--- config.mk ---
export PLATFORM = sky130hd
export DESIGN_NAME = mult_datapath
export DESIGN_NICKNAME = d
export VERILOG_FILES = /design/src/rtl/mult_pkg.sv /design/src/rtl/mult_4x4.sv /design/src/rtl/mult_datapath.sv
export SDC_FILE = /design/constraint.sdc
export NUM_CORES = 1
export LEC_CHECK = 0
export CORE_ASPECT_RATIO = 0.5
export CORE_MARGIN = 1.5
export CORE_UTILIZATION = 50
export CTS_CLUSTER_DIAMETER = 60
export DETAILED_ROUTE_END_ITERATION = 8
export GPL_TIMING_DRIVEN = 0
export HOLD_SLACK_MARGIN = 0.1
export PLACE_DENSITY_LB_ADDON = 0.1
export SLEW_MARGIN = 0
export SYNTH_ARGS = -nofsm -noshare
export SYNTH_HDL_FRONTEND = slang
export SYNTH_SLANG_ARGS = --single-unit
--- constraint.sdc ---
create_clock -name clk -period 5.2 [get_ports clk]
set_clock_uncertainty 0.1 [all_clocks]
set_input_delay 0.78 -clock clk [delete_from_list [all_inputs] [get_ports clk]]
set_output_delay 0.78 -clock clk [all_outputs]
set_load 0.02 [all_outputs]
--- src/rtl/mult_pkg.sv ---
// Shared widths and command encodings for the sequential 8x8 multiplier
// (mult_control, mult_datapath and their benches).
package mult_pkg;

    localparam int DW = 8;
    localparam int PW = 16;

    // Nibble-pair selects: first letter picks the A nibble, second the B nibble
    localparam logic [1:0] SEL_LL = 2'b00;
    localparam logic [1:0] SEL_LH = 2'b01;
    localparam logic [1:0] SEL_HL = 2'b10;
    localparam logic [1:0] SEL_HH = 2'b11;

    localparam logic [1:0] SH_0 = 2'b00;
    localparam logic [1:0] SH_4 = 2'b01;
    localparam logic [1:0] SH_8 = 2'b10;

    typedef struct packed {
        logic [3:0] a_nib;
        logic [3:0] b_nib;
    } nib_pair_t;

    // Pick the nibble pair addressed by sel from the two operands
    function automatic nib_pair_t select_nibbles(input logic [1:0]    sel,
                                                 input logic [DW-1:0] a,
                                                 input logic [DW-1:0] b);
        nib_pair_t np;
        np.a_nib = sel[1] ? a[7:4] : a[3:0];
        np.b_nib = sel[0] ? b[7:4] : b[3:0];
        return np;
    endfunction

    // Zero-extend an 8-bit partial product and apply the step's shift;
    // the reserved encoding 2'b11 behaves as no shift
    function automatic logic [PW-1:0] shift_partial(input logic [1:0]      sh,
                                                    input logic [2*4-1:0] pp);
        logic [PW-1:0] ext;
        ext = {{(PW-8){1'b0}}, pp};
        case (sh)
            SH_4:    return ext << 4;
            SH_8:    return ext << 8;
            default: return ext;
        endcase
    endfunction

endpackage

--- src/rtl/mult_4x4.sv ---
// Combinational 4x4 unsigned multiplier producing a full 8-bit product.
module mult_4x4 (
    input  logic [3:0] a,
    input  logic [3:0] b,
    output logic [7:0] p
);

    always_comb begin
        p = {4'b0000, a} * {4'b0000, b};
    end

endmodule

--- src/rtl/mult_datapath.sv ---
// Datapath half of the sequential 8x8 multiplier: operand latch, step counter,
// nibble multiply/shift/accumulate and result capture.
// Optional MULT_DP_OVF_CHECK_EN adds a sticky accumulator-overflow flag (ovf).
module mult_datapath
    import mult_pkg::*;
#(
    parameter int DW = mult_pkg::DW,
    parameter int PW = mult_pkg::PW
) (
    input  logic          clk,
    input  logic          reset_a,
    input  logic          start,
    input  logic [DW-1:0] dataa,
    input  logic [DW-1:0] datab,
    input  logic [1:0]    input_sel,
    input  logic [1:0]    shift_sel,
    input  logic          clk_ena,
    input  logic          sclr_n,
    input  logic          done,
    output logic [1:0]    count,
`ifdef MULT_DP_OVF_CHECK_EN
    output logic          ovf,
`endif
    output logic [PW-1:0] product,
    output logic          result_valid
);

    logic [DW-1:0] a_reg;
    logic [DW-1:0] b_reg;
    logic [PW-1:0] acc;
    nib_pair_t     nibs;
    logic [7:0]    partial;
    logic [PW-1:0] shifted;
    logic [PW-1:0] acc_next;

    always_comb begin
        nibs = select_nibbles(input_sel, a_reg, b_reg);
    end

    mult_4x4 u_mult_4x4 (
        .a (nibs.a_nib),
        .b (nibs.b_nib),
        .p (partial)
    );

    always_comb begin
        shifted = shift_partial(shift_sel, partial);
    end

`ifdef MULT_DP_OVF_CHECK_EN
    logic carry;

    always_comb begin
        {carry, acc_next} = {1'b0, acc} + {1'b0, shifted};
    end

    // Clears win over a same-cycle carry so start/sclr_n always leave ovf low
    always_ff @(posedge clk) begin
        if (!reset_a) begin
            ovf <= 1'b0;
        end else if (!sclr_n || start) begin
            ovf <= 1'b0;
        end else if (clk_ena && carry) begin
            ovf <= 1'b1;
        end
    end
`else
    always_comb begin
        acc_next = acc + shifted;
    end
`endif

    always_ff @(posedge clk) begin
        if (!reset_a) begin
            a_reg        <= '0;
            b_reg        <= '0;
            count        <= '0;
            acc          <= '0;
            product      <= '0;
            result_valid <= 1'b0;
        end else begin
            if (start) begin
                a_reg <= dataa;
                b_reg <= datab;
                count <= '0;
            end else begin
                count <= count + 2'd1;
            end

            if (!sclr_n) begin
                acc <= '0;
            end else if (clk_ena) begin
                acc <= acc_next;
            end

            // Capture the pre-update accumulator value
            if (done) begin
                product <= acc;
            end
            result_valid <= done;
        end
    end

endmodule

==> reports/qor.yml, run 1 <==
post_route_cells_drive_above_1_share_pct: 15.3
grt_pass1_wl_mm: 12.7
num_vias: 2843
cts_tree: "yes"
reg2reg_slack_ns: 0.40
crit_required_ns: 5.28
clkSinkCount: 51
antenna_found_initial: 0
fin_nets: 492
min_period_over_period_pct: 98.2
power_uw: 870
cts_root_buffer: "clkbuf_16"
synth.avg_cell_area_um2: 9.06
place_inst: 507
wl_per_cell_um: 15.3
synth_top_area_share_pct: 30.0
critPathSlowestCell: "fa_2"
h-tree-depth: 2
whs_endpoint: "count[0]"
power_density_mw_per_mm2: 200
multi_input_area_mm2: 0.00243
io_pins: 45
vdd_ir_drop_max_v: 0.000113
initialDrtViolationCount: 76
hp-start: "count[0]"
place_ws_ns: -0.388
dieArea_mm2: 0.00735
final_core_util_pct: 65.4
area_growth_pct: 27.7
ant_nets: 0
yosys.area.top_type: "dfxtp_1"
fin_cells: 524
holdBufCountCts: 0
clk_latency_ns: 0.30
finalHoldViolCount: 0
yosys_warnings: 0
crit_type: "in2reg"
syn_area_mm2: 0.00341
crit_arrival_ns: 5.19
timing.rr.start: "a_reg[5]"
r2r_cells: 20
worstHoldPathCells: 1
cp_max_fo: 5
period_minus_slack_ns: 5.11
end_kind: "flop"
drv_cap: 0
synth_nets: 436
cp_cell_sequence: "buf_12 -> mux2i_4 -> or2_4 -> fa_1 -> inv_2 -> fa_2 -> inv_2 -> fa_2 -> nor2b_2 -> o21ai_1 -> nand2_1 -> xnor2_2 -> mux2i_2 -> ha_1 -> o21a_1 -> o21ai_4 -> a32o_2 -> a211oi_4 -> buf_4 -> o21a_1 -> o41ai_2"
drt_wl_total_mm: 8.02
slew_violations: 0
std_cell_rows: 21
rsz0062_at_grt: "true"
status: "completed"
numCtsBuffers: 5
drc_errors: 0
vias_per_cell: 5.43
tightest_slew_ns: 0.648
reg2reg_to: "acc[14]"
port_buffers: 39
startpoint_type: "input pin"
grt_use_total_pct: 22.4
initial_utilization_pct: 51.3
p_leak_nw: 1.84
n_antenna_cell: 0
critPathMaxStageDelay_ns: 0.61
netlist_instances: 376
yosysUniqueCellTypes: 52
finalWeightedCongestion: 0.908
synthFlopType: "dfxtp_1"
clockBufferDepth: 2
core-area_mm2: 0.00665
setup_total_negative_slack_ns: 0
die_w_um: 120
synth_edf_count: 0
top_regs: "acc: 16 flops, product: 16 flops"
grt_pass1_vias: 2642
seq_area_frac_synth_pct: 30.0
path_clk_slew_ns: 0.06
synth.top_cells.by_area: "dfxtp_1 (30%), mux2i_1 (14%), ha_1 (11%)"
synth_seq_cells: 51
finalWorstSetupSlack_ns: 0.0949
fp.dieH_um: 61.4
max_freq_ghz: 0.196
async_reset_ff_share_pct: 0
setup_viol: 0
ff_latch_area_mm2: 0.00102
first_pass_iters: 4
grt_max_degree: 15
slew_headroom_pct: 56.8
gr-total-overflow: 0
dpl.hpwl_mm: 5.96
hp-class: "reg2reg"
fill_cells: 532
==> cell families after synthesis <==
family | count (synthesis) | share of synthesized area (%)
AOI/OAI and AO/OA | 68 | 15.1
xor gates and xnor gates | 10 | 2.57
adders and majority gates | 34 | 13.6
buffers and inverters | 35 | 4.30
DFF | 51 | 30.0
muxes | 49 | 14.4
and+or+nand+nor | 129 | 20.1
==> cell usage in the layout, fill, tap and decap left out, types with 4 or more instances in the layout <==
| cell | synthesis | layout |
|---|---|---|
| nand2_1 | 20 | 20 |
| nor2_1 | 31 | 29 |
| xnor2_1 | 9 | 6 |
| clkbuf_16 | 0 | 5 |
| a21o_1 | 7 | 7 |
| clkdlybuf4s50_1 | 0 | 39 |
| buf_4 | 1 | 11 |
| o21a_1 | 6 | 6 |
| a21oi_2 | 2 | 5 |
| o21ai_0 | 10 | 8 |
| and2_1 | 4 | 4 |
| nand2b_1 | 5 | 5 |
| nand3_1 | 4 | 4 |
| mux2i_4 | 0 | 5 |
| ha_1 | 29 | 25 |
| nor2b_1 | 39 | 38 |
| dfxtp_1 | 51 | 51 |
| inv_1 | 17 | 15 |
| mux2i_1 | 48 | 42 |
| nor3_1 | 10 | 9 |
| clkbuf_1 | 12 | 10 |
| a21oi_1 | 17 | 14 |
| nand3b_1 | 5 | 5 |
==> Yosys cell counts (all sizes together), types with 2 or more instances <==
cell,count
a211oi,7
nor2,31
and2,4
ha,29
clkbuf,12
nand3b,5
mux2i,48
and3,2
inv,17
and3b,2
nand3,4
xnor2,9
a22oi,2
a21oi,19
or2,3
fa,5
a21o,7
nand2,20
o21ai,11
o21a,6
a31oi,2
o41ai,2
o31ai,2
o21bai,2
buf,6
nand2b,5
nor3,10
nor2b,39
dfxtp,51
==> layer usage <==
metal / track usage, % / share of wire [%]
met5: 0 / 0
met4: 7.99 / 1.7
met3: 5.00 / 5.2
met2: 38.3 / 46
met1: 29.0 / 48
==> cell type report <==
cell class                 count  area share (%)
tap                           92            2.65
clock buffer                   6            3.19
multi-input combinational    290            56.0
buffer                        17            2.27
inverter                      17            1.47
timing repair buffer          50            10.9
sequential                    51            23.5
clock inverter                 1           0.115
==> how the worst max path moves through the flow <==
stage / startpoint / end / cells past startpoint
6_report: input_sel[1] / acc[14] / 21
5_1_grt: input_sel[1] / acc[14] / 20
4_1_cts: input_sel[1] / acc[13] / 21
3_5_place_dp: input_sel[1] / acc[13] / 22
3_3_place_gp: input_sel[1] / acc[15] / 22
2_1_floorplan: input_sel[0] / acc[13] / 22
==> stage by stage <==
stage	cell area (um2)	hold WS [ns]
floorplan	3420	0.346
global placement	3930	0.332
detailed placement	3930	0.353
CTS	4120	0.365
global route	4350	0.389
finish	4350	0.364
==> critical path, delay by kind of cell <==
kind / cells / cell delay (ns)
muxes: 2 / 0.32
xor gates and xnor gates: 1 / 0.15
buffers and inverters: 4 / 0.36
adders and majority gates: 4 / 1.89
AOI/OAI and AO/OA: 7 / 1.17
and+or+nand+nor: 3 / 0.52
==> where the power goes <==
group | leakage, nW | internal (mW) | total [mW] | switching, mW
clock network | 0.0727 | 0.188 | 0.332 | 0.144
registers | 0.415 | 0.400 | 0.408 | 0.00802
logic | 1.35 | 0.0646 | 0.130 | 0.0651
total | 1.84 | 0.653 | 0.870 | 0.217
==> timing repair <==
item | in CTS | in global routing
pin swaps | 5 | 19
endpoints found under the setup margin | 2 | 7
gates resized for setup | 10 | 35
buffers inserted | 1 | 10
Power figures use the tool's default switching activity.
==> run 2, diff against run 1 <==
- CORE_UTILIZATION: 50 -> 60
- clock period: 5.2 -> 6.3 ns (I/O delays scaled with it)
==> run 2 against run 1 <==
  * Die area fell by 16%
  * Total power shrank 13%
  * Worst hold slack worse by 0.0053 ns
  * First-iteration DRC count increased by 86%
  * Clock power shrank 2%
  * Wire length fell by 2.5%
  * Final cell count down 5.3%
  * Via count decreased by 0.53%
  * Core utilization rose by 8.9 points
  * Sequential cell count unchanged
  * Non-clock buffer count is 10 lower
  * Setup slack improved by 0.54 ns
  * Critical path type unchanged
  * Largest cell class unchanged
==> reports/qor.yml, run 2 (same netlist as run 1, synthesis figures left out) <==
drv_cap: 0  # unchanged
critPathMaxStageDelay_ns: 0.56  # -0.05 ns
grt_max_degree: 16  # +1
max_freq_ghz: 0.177
fin_area_mm2: 0.00406  # -6.6%
post_route_cells_drive_above_1_share_pct: 6.38  # -8.9 points
area_growth_pct: 19.2
dieArea_mm2: 0.00617  # -16%
timing.rr.start: "b_reg[6]"
finalHoldViolCount: 0  # unchanged
finalWorstSetupSlack_ns: 0.634  # +0.540 ns
crit_arrival_ns: 5.75  # +0.56 ns
initial_utilization_pct: 62.3  # +11 points
clkSinkCount: 51  # unchanged
power_density_mw_per_mm2: 185  # -7.3%
cts_setup_buffers: 0  # -1
grt_pass1_wl_mm: 12.9  # +2.0%
port_buffers: 39  # unchanged
io_pins: 45  # unchanged
rsz0062_at_grt: "false"
place_inst: 488  # -3.7%
gr-total-overflow: 0  # unchanged
finalWeightedCongestion: 0.865  # -4.8%
slew_headroom_pct: 56.2  # -0.60 points
wl_per_cell_um: 15.8  # +3.0%
status: "completed"
cp_num_buf_inv: 4  # unchanged
holdBufCountCts: 0  # unchanged
crit_type: "in2reg"
placed_area_mm2: 0.00389  # -1.1%
cts_resized: 0  # -10
slew_violations: 0  # unchanged
h-tree-depth: 2  # unchanged
hp-start: "count[0]"
crit_required_ns: 6.38  # +1.10 ns
drc_errors: 0  # unchanged
core-area_mm2: 0.00547  # -18%
fin_nets: 482  # -2.0%
setup_viol: 0  # unchanged
critical_path_depth: 22  # +4.8%
hp-class: "reg2reg"
cts_tree: "yes"
reg2reg_slack_ns: 1.23  # +0.83 ns
antenna_found_initial: 0  # unchanged
grt_pass1_vias: 2795  # +5.8%
tightest_slew_ns: 0.657  # +0.00900 ns
crit_path_frequent_cell: "fa_1"
final_common_cell: "dfxtp_1"
path_clk_slew_ns: 0.07  # about the same
fp.dieH_um: 56.3  # -8.3%
setup_total_negative_slack_ns: 0  # unchanged
first_pass_iters: 4  # unchanged
end_kind: "flop"
r2r_cells: 21  # +5.0%
period_minus_slack_ns: 5.67
min_period_over_period_pct: 89.9
std_cell_rows: 19  # -9.5%
fin_cells: 496  # -5.3%
grt_use_total_pct: 27.2  # +4.8 points
p_leak_nw: 1.79  # -2.5%
critPathSlowestCell: "fa_1"
fill_cells: 428  # -20%
startpoint: "input_sel[1]"
dpl.hpwl_mm: 5.88  # -1.3%
n_antenna_cell: 0  # unchanged
final_cell_mix: "dfxtp_1 (51), mux2i_1 (48), nor2b_1 (39), clkdlybuf4s50_1 (39), nor2_1 (31)"
vdd_ir_drop_max_v: 0.000140  # +24%
num_vias: 2828  # -0.53%
ant_nets: 0  # unchanged
top_regs: "acc: 16 flops, product: 16 flops"
die_w_um: 110  # -8.5%
place_ws_ns: 0.369  # +0.758 ns
startpoint_type: "input pin"
clk_latency_ns: 0.30  # about the same
crit_family: "adder cells"
reg2reg_to: "acc[13]"
cp_max_fo: 9  # +4
cts_root_buffer: "clkbuf_16"
cp_cell_sequence: "clkbuf_1 -> mux2i_1 -> or2_2 -> fa_1 -> inv_1 -> fa_1 -> inv_1 -> fa_1 -> nor2b_1 -> o21ai_0 -> nand2_1 -> xnor2_1 -> o2bb2a_1 -> nor2_1 -> ha_1 -> buf_4 -> a21o_1 -> a21o_1 -> a221o_1 -> a21oi_2 -> xor2_1 -> o31ai_2"
crit_path_end: "acc[13]"
numCtsBuffers: 5  # unchanged
initialDrtViolationCount: 141  # +86%
drt_wl_total_mm: 7.81  # -2.5%
vias_per_cell: 5.70  # +5.1%
clockBufferDepth: 2  # unchanged
==> run 2: worst reg2reg max path, delay by kind of cell (launching register included) <==
family	cells	cell delay (ns)
multiplexers	1	0.15
AND/OR/NAND/NOR	4	0.72
AO/OA/AOI/OAI	7	1.27
adder cells (fa/ha/maj)	4	1.78
XOR/XNOR	2	0.30
flip-flops	1	0.34
buffers and inverters	3	0.27
==> run 2: power by group <==
group          switching (mW)  internal [mW]
registers             0.00473          0.330
clock network           0.126          0.198
logic                  0.0501         0.0442
total                   0.181          0.572
==> run 2: worst min-delay path by stage <==
stage | end | cells past startpoint
floorplan | acc[15] | 2
global placement | count[0] | 1
detailed placement | count[0] | 1
CTS | count[0] | 1
global route | count[0] | 1
finish | count[0] | 1
==> run 2: per-stage QoR <==
stage / hold WS (ns) / total power, mW / util [%]
2_1_floorplan: 0.346 / 0.403 / -
3_3_place_gp: 0.333 / 0.432 / 71.1
3_5_place_dp: 0.354 / 0.436 / 71.1
4_1_cts: 0.367 / 0.755 / 74.3
5_1_grt: 0.385 / 0.777 / 74.3
6_report: 0.359 / 0.753 / 74.3
==> run 2: cell type report <==
| cell class | count | area [um2] | share of cell area (%) |
|---|---|---|---|
| buffer | 18 | 82.6 | 2.03 |
| inverter | 17 | 63.8 | 1.57 |
| tap | 73 | 91.3 | 2.25 |
| clock inverter | 2 | 35.0 | 0.862 |
| multi-input combinational | 290 | 2240 | 55.1 |
| timing repair buffer | 39 | 390 | 9.61 |
| clock buffer | 6 | 139 | 3.42 |
| sequential | 51 | 1020 | 25.1 |
==> run 2: metal layers <==
metal,up-vias,GRT usage [%],wire (um)
li1,1406,-,-
met1,1338,35.7,3710
met2,73,44.5,3630
met3,11,6.50,381
met4,0,7.98,87
met5,-,0,0
==> run 3, diff against run 2 <==
- CORE_ASPECT_RATIO: 0.5 -> 2
==> run 3 against run 2 <==
  * Sequential cell count unchanged
  * Critical path depth is the same
  * Worst hold slack improved by 0.019 ns
  * Setup slack better by 0.057 ns
  * Final cell count decreased by 2.6%
  * Sequential power about the same
  * Critical path type unchanged
==> reports/qor.yml, run 3 (same netlist as run 1, synthesis figures left out) <==
end_kind: "flop"
n_antenna_cell: 0  # unchanged
cp_num_buf_inv: 4  # unchanged
period_minus_slack_ns: 5.61  # -0.0567 ns
grt_pass1_wl_mm: 12.6  # -3.0%
clk_latency_ns: 0.32  # +0.02 ns
fin_nets: 482  # unchanged
gr-total-overflow: 0  # unchanged
path_clk_slew_ns: 0.10  # +0.03 ns
fp.dieH_um: 110  # +95%
clkSinkCount: 51  # unchanged
power_uw: 625  # -17%
crit_path_frequent_cell: "fa_1"
post_route_cells_drive_above_1_share_pct: 6.38  # unchanged
crit_required_ns: 6.41  # +0.03 ns
status: "completed"
cts_tree: "yes"
drv_cap: 0  # unchanged
initial_utilization_pct: 62.3  # unchanged
wl_per_cell_um: 16.0  # +1.5%
critPathSlowestCell: "fa_1"
initialDrtViolationCount: 77  # -45%
grt_pass1_vias: 2869  # +2.6%
cts_setup_buffers: 0  # unchanged
port_buffers: 39  # unchanged
final_common_cell: "dfxtp_1"
num_vias: 2807  # -0.74%
clockBufferDepth: 2  # unchanged
antenna_found_initial: 0  # unchanged
io_pins: 45  # unchanged
startpoint_type: "input pin"
grt_use_total_pct: 26.3  # -0.91 points
vdd_ir_drop_max_v: 0.000190  # +35%
rsz0062_at_grt: "false"
vias_per_cell: 5.81  # +1.9%
holdBufCountCts: 0  # unchanged
cts_root_buffer: "clkbuf_8"
top_regs: "acc: 16 flops, product: 16 flops"
setup_viol: 0  # unchanged
ant_nets: 0  # unchanged
cp_cell_sequence: "clkbuf_1 -> mux2i_1 -> or2_2 -> fa_1 -> inv_1 -> fa_1 -> inv_1 -> fa_1 -> nor2b_1 -> o21ai_0 -> nand2_1 -> xnor2_1 -> o2bb2a_1 -> nor2_1 -> ha_1 -> buf_4 -> a21o_1 -> a21o_1 -> a221o_1 -> a21oi_2 -> xor2_1 -> o31ai_2"
power_density_mw_per_mm2: 158  # -15%
p_leak_nw: 1.75  # -2.4%
slew_headroom_pct: 53.6  # -2.6 points
drc_errors: 0  # unchanged
finalWeightedCongestion: 0.913  # +5.6%
min_period_over_period_pct: 89.0  # -0.90 points
setup_total_negative_slack_ns: 0  # unchanged
placed_area_mm2: 0.00387  # -0.42%
tightest_slew_ns: 0.696  # +0.0395 ns
final_cell_mix: "dfxtp_1 (51), mux2i_1 (48), nor2b_1 (39), clkdlybuf4s50_1 (39), nor2_1 (31)"
numCtsBuffers: 5  # unchanged
critPathMaxStageDelay_ns: 0.57  # about the same
grt_max_degree: 18  # +2
dpl.hpwl_mm: 6.20  # +5.3%
hp-class: "reg2reg"
area_growth_pct: 16.4
fin_area_mm2: 0.00397  # -2.4%
fill_cells: 448  # +4.7%
core-area_mm2: 0.00547  # unchanged
dieArea_mm2: 0.00617  # unchanged
first_pass_iters: 4  # unchanged
h-tree-depth: 2  # unchanged
die_w_um: 56.3  # -49%
crit_arrival_ns: 5.72  # -0.03 ns
cp_max_fo: 9  # unchanged
finalHoldViolCount: 0  # unchanged
drt_wl_total_mm: 7.73  # -1.1%
max_freq_ghz: 0.178  # +1.0%
std_cell_rows: 38  # +19
crit_type: "in2reg"
crit_family: "adder cells"
cts_resized: 0  # unchanged
slew_violations: 0  # unchanged
run 3: changes by cell type in the layout (fill, tap and decap cells not counted), sizes merged:
cell	previous run	this run
bufinv	1	0
clkbuf	18	17
clkinv	1	2
clkinvlp	0	1
run 3: layer usage:
metal / up-vias / wire length, um / global-route usage, %
met4: 0 / 332 / 15.8
met3: 28 / 248 / 4.24
met5: - / 0 / 0
met2: 62 / 4430 / 53.7
met1: 1323 / 2710 / 22.7
li1: 1394 / - / -
run 3: worst paths after layout:
check	startpoint	end	slack [ns]	depth (start not counted)
min	acc[15]	acc[15]	0.38	2
max	input_sel[0]	acc[13]	0.69	22
max reg2reg	b_reg[7]	acc[13]	1.29	21
min reg2reg	acc[15]	acc[15]	0.38	2
run 3: final cells by class:
cell class,instances,area (um2),area share [%]
multi-input combinational,290,2240,56.5
sequential,51,1020,25.7
timing repair buffer,39,390,9.84
buffer,18,82.6,2.08
tap,60,75.1,1.89
clock buffer,5,68.8,1.74
inverter,17,63.8,1.61
clock inverter,3,25.0,0.631
run 3: worst register-to-register path, stage by stage, from the launching register on:
cell      delay, ns
dfxtp_1        0.34
mux2i_1        0.14
or2_2          0.35
fa_1           0.54
inv_1          0.06
fa_1           0.57
inv_1          0.07
fa_1           0.46
nor2b_1        0.12
o21ai_0        0.08
nand2_1        0.08
xnor2_1        0.10
o2bb2a_1       0.29
nor2_1         0.11
ha_1           0.24
buf_4          0.16
a21o_1         0.17
a21o_1         0.18
a221o_1        0.35
a21oi_2        0.13
xor2_1         0.18
o31ai_2        0.07
run 3: power by group:
part           total (mW)  internal, mW  switching [mW]
Combinational      0.0948        0.0442          0.0506
Clock               0.195        0.0795           0.116
Sequential          0.335         0.330         0.00443
Total               0.625         0.454           0.171
run 3: metrics by stage:
step	setup slack, ns	utilization [%]	hold WS [ns]	std cells
floorplan	0.760	-	0.346	376
global placement	0.371	70.8	0.336	475
detailed placement	0.359	70.8	0.362	475
CTS	0.694	72.5	0.384	483
global route	0.272	72.5	0.414	483
finish	0.691	72.5	0.377	483
